### src/rtl/elink_frame_assembler.sv
// E-link frame assembler: delimits decoded bytes into frames on K28.1/K28.6,
// stages payload in a frame FIFO and exposes a frame only once it commits.
// Malformed, oversize or overflowing frames are rolled back and counted.
//
// Handshakes: an input beat is taken whenever din_valid=1, with no stall in any
// state. An output byte moves when dout_valid & dout_ready are both high at a
// rising clk edge. dout_valid never depends on dout_ready.
module elink_frame_assembler #(
  parameter int          ADDR_W  = 6,
  parameter int          MAX_LEN = 16,
  parameter logic [7:0]  K_SOP   = 8'h3C,
  parameter logic [7:0]  K_EOP   = 8'hDC,
  parameter logic [7:0]  K_IDLE  = 8'hBC
) (
  input  logic       clk,
  input  logic       rst,
  input  logic [7:0] din,
  input  logic       din_isk,
  input  logic       din_valid,
  output logic       fifo_full,
  output logic [7:0] dout,
  output logic       dout_last,
  output logic       dout_valid,
  input  logic       dout_ready,
  output logic [7:0] frame_cnt,
  output logic [7:0] drop_cnt
);

  localparam int DEPTH_I = 2 ** ADDR_W;
  localparam int LEN_W   = $clog2(MAX_LEN + 1);

  localparam logic [ADDR_W+1:0] DEPTH    = (ADDR_W+2)'(DEPTH_I);
  localparam logic [ADDR_W+1:0] FULL_THR = (ADDR_W+2)'(MAX_LEN + 1);
  localparam logic [ADDR_W:0]   PTR_ONE  = (ADDR_W+1)'(1);
  localparam logic [LEN_W-1:0]  LEN_MAX  = LEN_W'(MAX_LEN);
  localparam logic [LEN_W-1:0]  LEN_ONE  = LEN_W'(1);

  localparam logic [1:0] IDLE    = 2'd0;
  localparam logic [1:0] PAYLOAD = 2'd1;
  localparam logic [1:0] DROP    = 2'd2;

  logic [1:0]       state, state_n;
  logic [ADDR_W:0]  wr_ptr, wr_n;
  logic [ADDR_W:0]  commit_ptr, commit_n;
  logic [ADDR_W:0]  rd_ptr, rd_n;
  logic [7:0]       stg, stg_n;
  logic             stg_v, stg_v_n;
  logic [LEN_W-1:0] len, len_n;
  logic             we;
  logic [8:0]       wdata;
  logic             frame_inc, drop_inc;
  logic [ADDR_W:0]  used, used_n;
  logic [ADDR_W+1:0] free_n;
  logic             full;
  logic             rd_en;
  logic             is_sop, is_eop, is_idle;
  logic [8:0]       mem [DEPTH_I];
  logic [8:0]       head;

  assign used    = wr_ptr - rd_ptr;
  assign full    = used[ADDR_W];
  assign is_sop  = din_isk && (din == K_SOP);
  assign is_eop  = din_isk && (din == K_EOP);
  assign is_idle = din_isk && (din == K_IDLE);

  // Reader sees only committed entries; data masked to zero when empty.
  assign dout_valid = (rd_ptr != commit_ptr);
  assign rd_en      = dout_valid && dout_ready;
  assign head       = mem[rd_ptr[ADDR_W-1:0]];
  assign dout       = dout_valid ? head[7:0] : 8'h00;
  assign dout_last  = dout_valid ? head[8] : 1'b0;

  // Frame FSM: decide next pointers, staging and FIFO write for this beat.
  always_comb begin
    state_n   = state;
    wr_n      = wr_ptr;
    commit_n  = commit_ptr;
    stg_n     = stg;
    stg_v_n   = stg_v;
    len_n     = len;
    we        = 1'b0;
    wdata     = 9'h000;
    frame_inc = 1'b0;
    drop_inc  = 1'b0;
    if (din_valid && !is_idle) begin
      case (state)
        IDLE: begin
          if (is_sop) begin
            state_n = PAYLOAD;
            len_n   = '0;
            stg_v_n = 1'b0;
          end
        end
        PAYLOAD: begin
          if (!din_isk) begin
            if ((len == LEN_MAX) || (stg_v && full)) begin
              wr_n     = commit_ptr;
              stg_v_n  = 1'b0;
              len_n    = '0;
              drop_inc = 1'b1;
              state_n  = DROP;
            end else begin
              if (stg_v) begin
                we    = 1'b1;
                wdata = {1'b0, stg};
                wr_n  = wr_ptr + PTR_ONE;
              end
              stg_n   = din;
              stg_v_n = 1'b1;
              len_n   = len + LEN_ONE;
            end
          end else if (is_eop) begin
            state_n = IDLE;
            stg_v_n = 1'b0;
            len_n   = '0;
            if (len != '0) begin
              if (full) begin
                // No room for the closing byte: discard the whole frame.
                wr_n     = commit_ptr;
                drop_inc = 1'b1;
              end else begin
                we        = 1'b1;
                wdata     = {1'b1, stg};
                wr_n      = wr_ptr + PTR_ONE;
                commit_n  = wr_ptr + PTR_ONE;
                frame_inc = 1'b1;
              end
            end
          end else if (is_sop) begin
            wr_n     = commit_ptr;
            stg_v_n  = 1'b0;
            len_n    = '0;
            drop_inc = 1'b1;
          end else begin
            wr_n     = commit_ptr;
            stg_v_n  = 1'b0;
            len_n    = '0;
            drop_inc = 1'b1;
            state_n  = DROP;
          end
        end
        DROP: begin
          if (is_eop) begin
            state_n = IDLE;
          end else if (is_sop) begin
            state_n = PAYLOAD;
            len_n   = '0;
            stg_v_n = 1'b0;
          end
        end
        default: state_n = IDLE;
      endcase
    end
  end

  // Post-edge pointer state feeds the registered backpressure flag.
  always_comb begin
    rd_n   = rd_en ? (rd_ptr + PTR_ONE) : rd_ptr;
    used_n = wr_n - rd_n;
    free_n = DEPTH - {1'b0, used_n};
  end

  // Control state, pointers, counters and backpressure.
  always_ff @(posedge clk) begin
    if (rst) begin
      state      <= IDLE;
      wr_ptr     <= '0;
      commit_ptr <= '0;
      rd_ptr     <= '0;
      stg        <= 8'h00;
      stg_v      <= 1'b0;
      len        <= '0;
      frame_cnt  <= 8'h00;
      drop_cnt   <= 8'h00;
      fifo_full  <= 1'b0;
    end else begin
      state      <= state_n;
      wr_ptr     <= wr_n;
      commit_ptr <= commit_n;
      rd_ptr     <= rd_n;
      stg        <= stg_n;
      stg_v      <= stg_v_n;
      len        <= len_n;
      if (frame_inc) frame_cnt <= frame_cnt + 8'd1;
      if (drop_inc)  drop_cnt  <= drop_cnt + 8'd1;
      fifo_full  <= (free_n < FULL_THR);
    end
  end

  // Frame FIFO storage; contents need no reset since pointers gate visibility.
  always_ff @(posedge clk) begin
    if (we) mem[wr_ptr[ADDR_W-1:0]] <= wdata;
  end

endmodule

### config.mk
export PLATFORM = sky130hd
export DESIGN_NAME = elink_frame_assembler
export DESIGN_NICKNAME = d
export VERILOG_FILES = /design/src/rtl/elink_frame_assembler.sv
export SDC_FILE = /design/constraint.sdc
export NUM_CORES = 1
export LEC_CHECK = 0
export ABC_CLOCK_PERIOD_IN_PS = 6890
export BUFFER_PORTS_ARGS = -buffer_cell sky130_fd_sc_hd__buf_2
export CAP_MARGIN = 10
export CORE_MARGIN = 3
export CORE_UTILIZATION = 50
export DETAILED_ROUTE_END_ITERATION = 8
export PLACE_DENSITY = 0.66
export SLEW_MARGIN = 20
export SYNTH_ARGS = -nofsm -noshare
export SYNTH_HDL_FRONTEND = slang
export SYNTH_SLANG_ARGS = --single-unit
### constraint.sdc
create_clock -name clk -period 6.89 [get_ports clk]
set_input_delay 1.0335 -clock clk [delete_from_list [all_inputs] [get_ports clk]]
set_output_delay 1.0335 -clock clk [all_outputs]
set_load 0.02 [all_outputs]
==> run summary <==
CTS sink count = 630
Place WS = 1360 ps
Slowest CP cell = o311ai_0
Crit path DAT = 6080 ps
CP cell instances = inv_1 -> ha_1 -> a21o_1 -> a211oi_2 -> xnor3_1 -> a21oi_1 -> nor2b_1 -> a311oi_1 -> o31ai_1 -> ha_1 -> nor2b_1 -> o31a_1 -> o211a_1 -> o311ai_0 -> nor3_1 -> a211oi_1 -> a21oi_1 -> a311o_1
Yosys reg bits = 630
Num ports = 40
Final setup margin = 1300 ps
Worst endpoint required time = 7380 ps
Sequential area share after synthesis = 71.4%
Die ar. = 0.0542 mm^2
Clk slew on worst S/H paths = 60 ps
Max capacitance violation total = 0
Synthesized area = 0.0257 mm^2
Layout cell share with drive strength beyond 1 = 24.4%
Cells after Synth = 1,362
Slew Viols, Final = 0
Ys flop type = edfxtp_1
DIE WIDTH = 233 um
Post_cts resized = 0
Slew headroom = 33.9%
Initial antenna violation count = 1
Min Hold Slack = 451 ps
CP Launch Type = flop
Postcts setup bufs = 0
Starting Density = 51.0%
Final routed DRC violation total = 0
Fin crit share = 81.1%
Hold Vio Cnt, Final = 0
Ys async rst share = 0%
Hold-fix buffers, CTS = 0
Pwr/cell area = 255 mW/mm^2
Antenna viol nets, final = 0
Unrepaired setup endpoints after global routing = false
Largest net degree at the start of global routing = 149
Ys Warns = 0
Root buf cell = clkbuf_16
Routed WL per cell = 26.7 um
Maximum clock frequency = 0.179 GHz
Antenna fix cells = 0
DR vias/cell = 6.13
Num CTS Buffers = 61
Share of the synthesized area in the top cell type = 67.2%
# port buffers = 39
Vias = 13,100
Commonest non-fill, non-tap cell in the layout = edfxtp_1
Router iterations before antenna repair = 5
Final setup TNS = 0 ps
CTS tree = yes
Commonest non-fill, non-tap cells in the layout = edfxtp_1, mux4_2, nor2_1
Die Y = 233 um
GR Overflow Total = 0
CP max FO = 14
Final wirelength = 57.0 mm
Cell variety after synth = 70
Status = complete, no violations
WS Path Type = flop to flop
H-tree depth = 2
Worst Tran Pin Value = 988 ps
Max Buffers Root-to-Sink = 3
Tot GR Track Use = 21.5%
Rows = 82
Routability cong. = 0.869
Vias in the first global route = 12,800
EDFF count, synth = 576
Leakage = 10.2 nW
Clock Skews = 27.8 ps
DRT iter0 DRCs = 1,487
Slowest stage delay, CP = 690 ps
Synth area leader = edfxtp_1
Max IR drop VDD = 0.214 mV
First-pass GRT wire length = 85.3 mm
HP Class = flop to flop
Worst-Skew Late Latency = 620 ps
Area Growth Syn to Fin = 10.9%
Final Setup Violations = 0
Nets = 1,442
Core area = 0.0505 mm^2
Mapped Nets = 1,393
Synth area leaders = edfxtp_1, mux4_2, dfxtp_1, nor2_1, ha_1
Hpwl dp = 34.8 mm
Worst setup EP type = flop
Average size of a mapped cell = 18.9 um^2
Final Critical Period = 5590 ps
==> cells by family (layout without fill, tap and decap cells) <==
kind of cell | after synthesis | in the layout | synth area share (%)
compound gates | 110 | 110 | 2.86
xor+xnor | 34 | 34 | 1.26
fa+ha+maj | 18 | 18 | 0.905
buf+inv | 91 | 188 | 1.44
flops | 630 | 630 | 71.4
mux | 195 | 195 | 16.8
simple gates | 284 | 284 | 5.29
==> where the power goes <==
part,switching [mW],internal (mW),total (mW)
clock network,1.38,1.77,3.15
logic,0.0159,0.00637,0.0223
registers,0.0000499,4.11,4.11
total,1.40,5.88,7.28
==> Yosys cell counts (2+ instances only) <==
master / n
inv_1: 19
o2bb2ai_1: 3
inv_2: 2
buf_2: 18
or3_1: 8
and4_1: 2
ha_1: 17
a21oi_1: 32
and3_1: 5
clkbuf_1: 38
edfxtp_1: 576
o2111ai_1: 2
o21ai_0: 19
a31o_2: 2
nor2b_1: 13
mux4_2: 189
xor2_1: 12
nor2_1: 125
o22ai_1: 2
a211oi_1: 9
buf_1: 13
nand2b_1: 7
o31ai_1: 4
mux2i_1: 5
xnor2_1: 20
dfxtp_1: 54
nand4_1: 12
nand3b_1: 6
a31oi_1: 9
nand3_1: 23
nor4b_1: 2
o32ai_1: 2
xnor3_1: 2
nor3_1: 10
and2_1: 10
nor4_1: 2
a21o_1: 5
nand2_1: 49
a311oi_1: 2
a222oi_1: 2
==> layout make-up <==
cell class / instances / area (um^2)
Inverter: 21 / 78.8
Tap cell: 672 / 841
Sequential cell: 630 / 18400
Clock buffer: 84 / 1630
Clock inverter: 27 / 225
Fill cell: 3830 / 22000
Multi-Input combinational cell: 641 / 6990
Timing Repair Buffer: 56 / 368
==> sequential cells by signal, summed over array words and instances (netlist names), named ones only <==
signal and flops:
frame_cnt 8, drop_cnt 8, state 2, rd_ptr 7, mem 576, fifo_full 1
stg 8, stg_v 1, len 5, wr_ptr 6, commit_ptr 7
==> worst max-delay path, delay by kind of cell (launching register included) <==
kind	cells	cell delay, ps
XOR/XNOR	1	580
buffers and inverters	1	150
AO/OA/AOI/OAI	11	3020
adder cells (fa/ha/maj)	2	660
flip-flops	1	650
AND/OR/NAND/NOR	3	390
==> per-layer routing <==
layer / track usage (%) / vias up / wire length, um
met4: 4.89 / 0 / 1150
met1: 32.6 / 6872 / 24800
met2: 32.9 / 467 / 27000
li1: - / 5640 / -
met5: 0 / - / 0
met3: 3.99 / 83 / 4060
==> path summary, 6_finish.rpt <==
check            start         to  slack [ps]  cells past startpoint
min             stg[0]     stg[0]         450                      2
min reg2reg     stg[0]     stg[0]         450                      2
max reg2reg  rd_ptr[5]  fifo_full        1300                     18
max          rd_ptr[5]  fifo_full        1300                     18
==> per-stage QoR <==
stage | std cells | utilization (%) | power, mW | instance area (um^2)
after floorplan | 1362 | - | 4.20 | 25700
after global placement | 2019 | 52.8 | 4.21 | 26600
after detailed placement | 2019 | 52.8 | 4.21 | 26600
after CTS | 2130 | 56.4 | 7.33 | 28500
after global routing | 2131 | 56.5 | 7.48 | 28500
final | 2131 | 56.5 | 7.28 | 28500
Note: power is estimated with default switching activity, not from simulation.
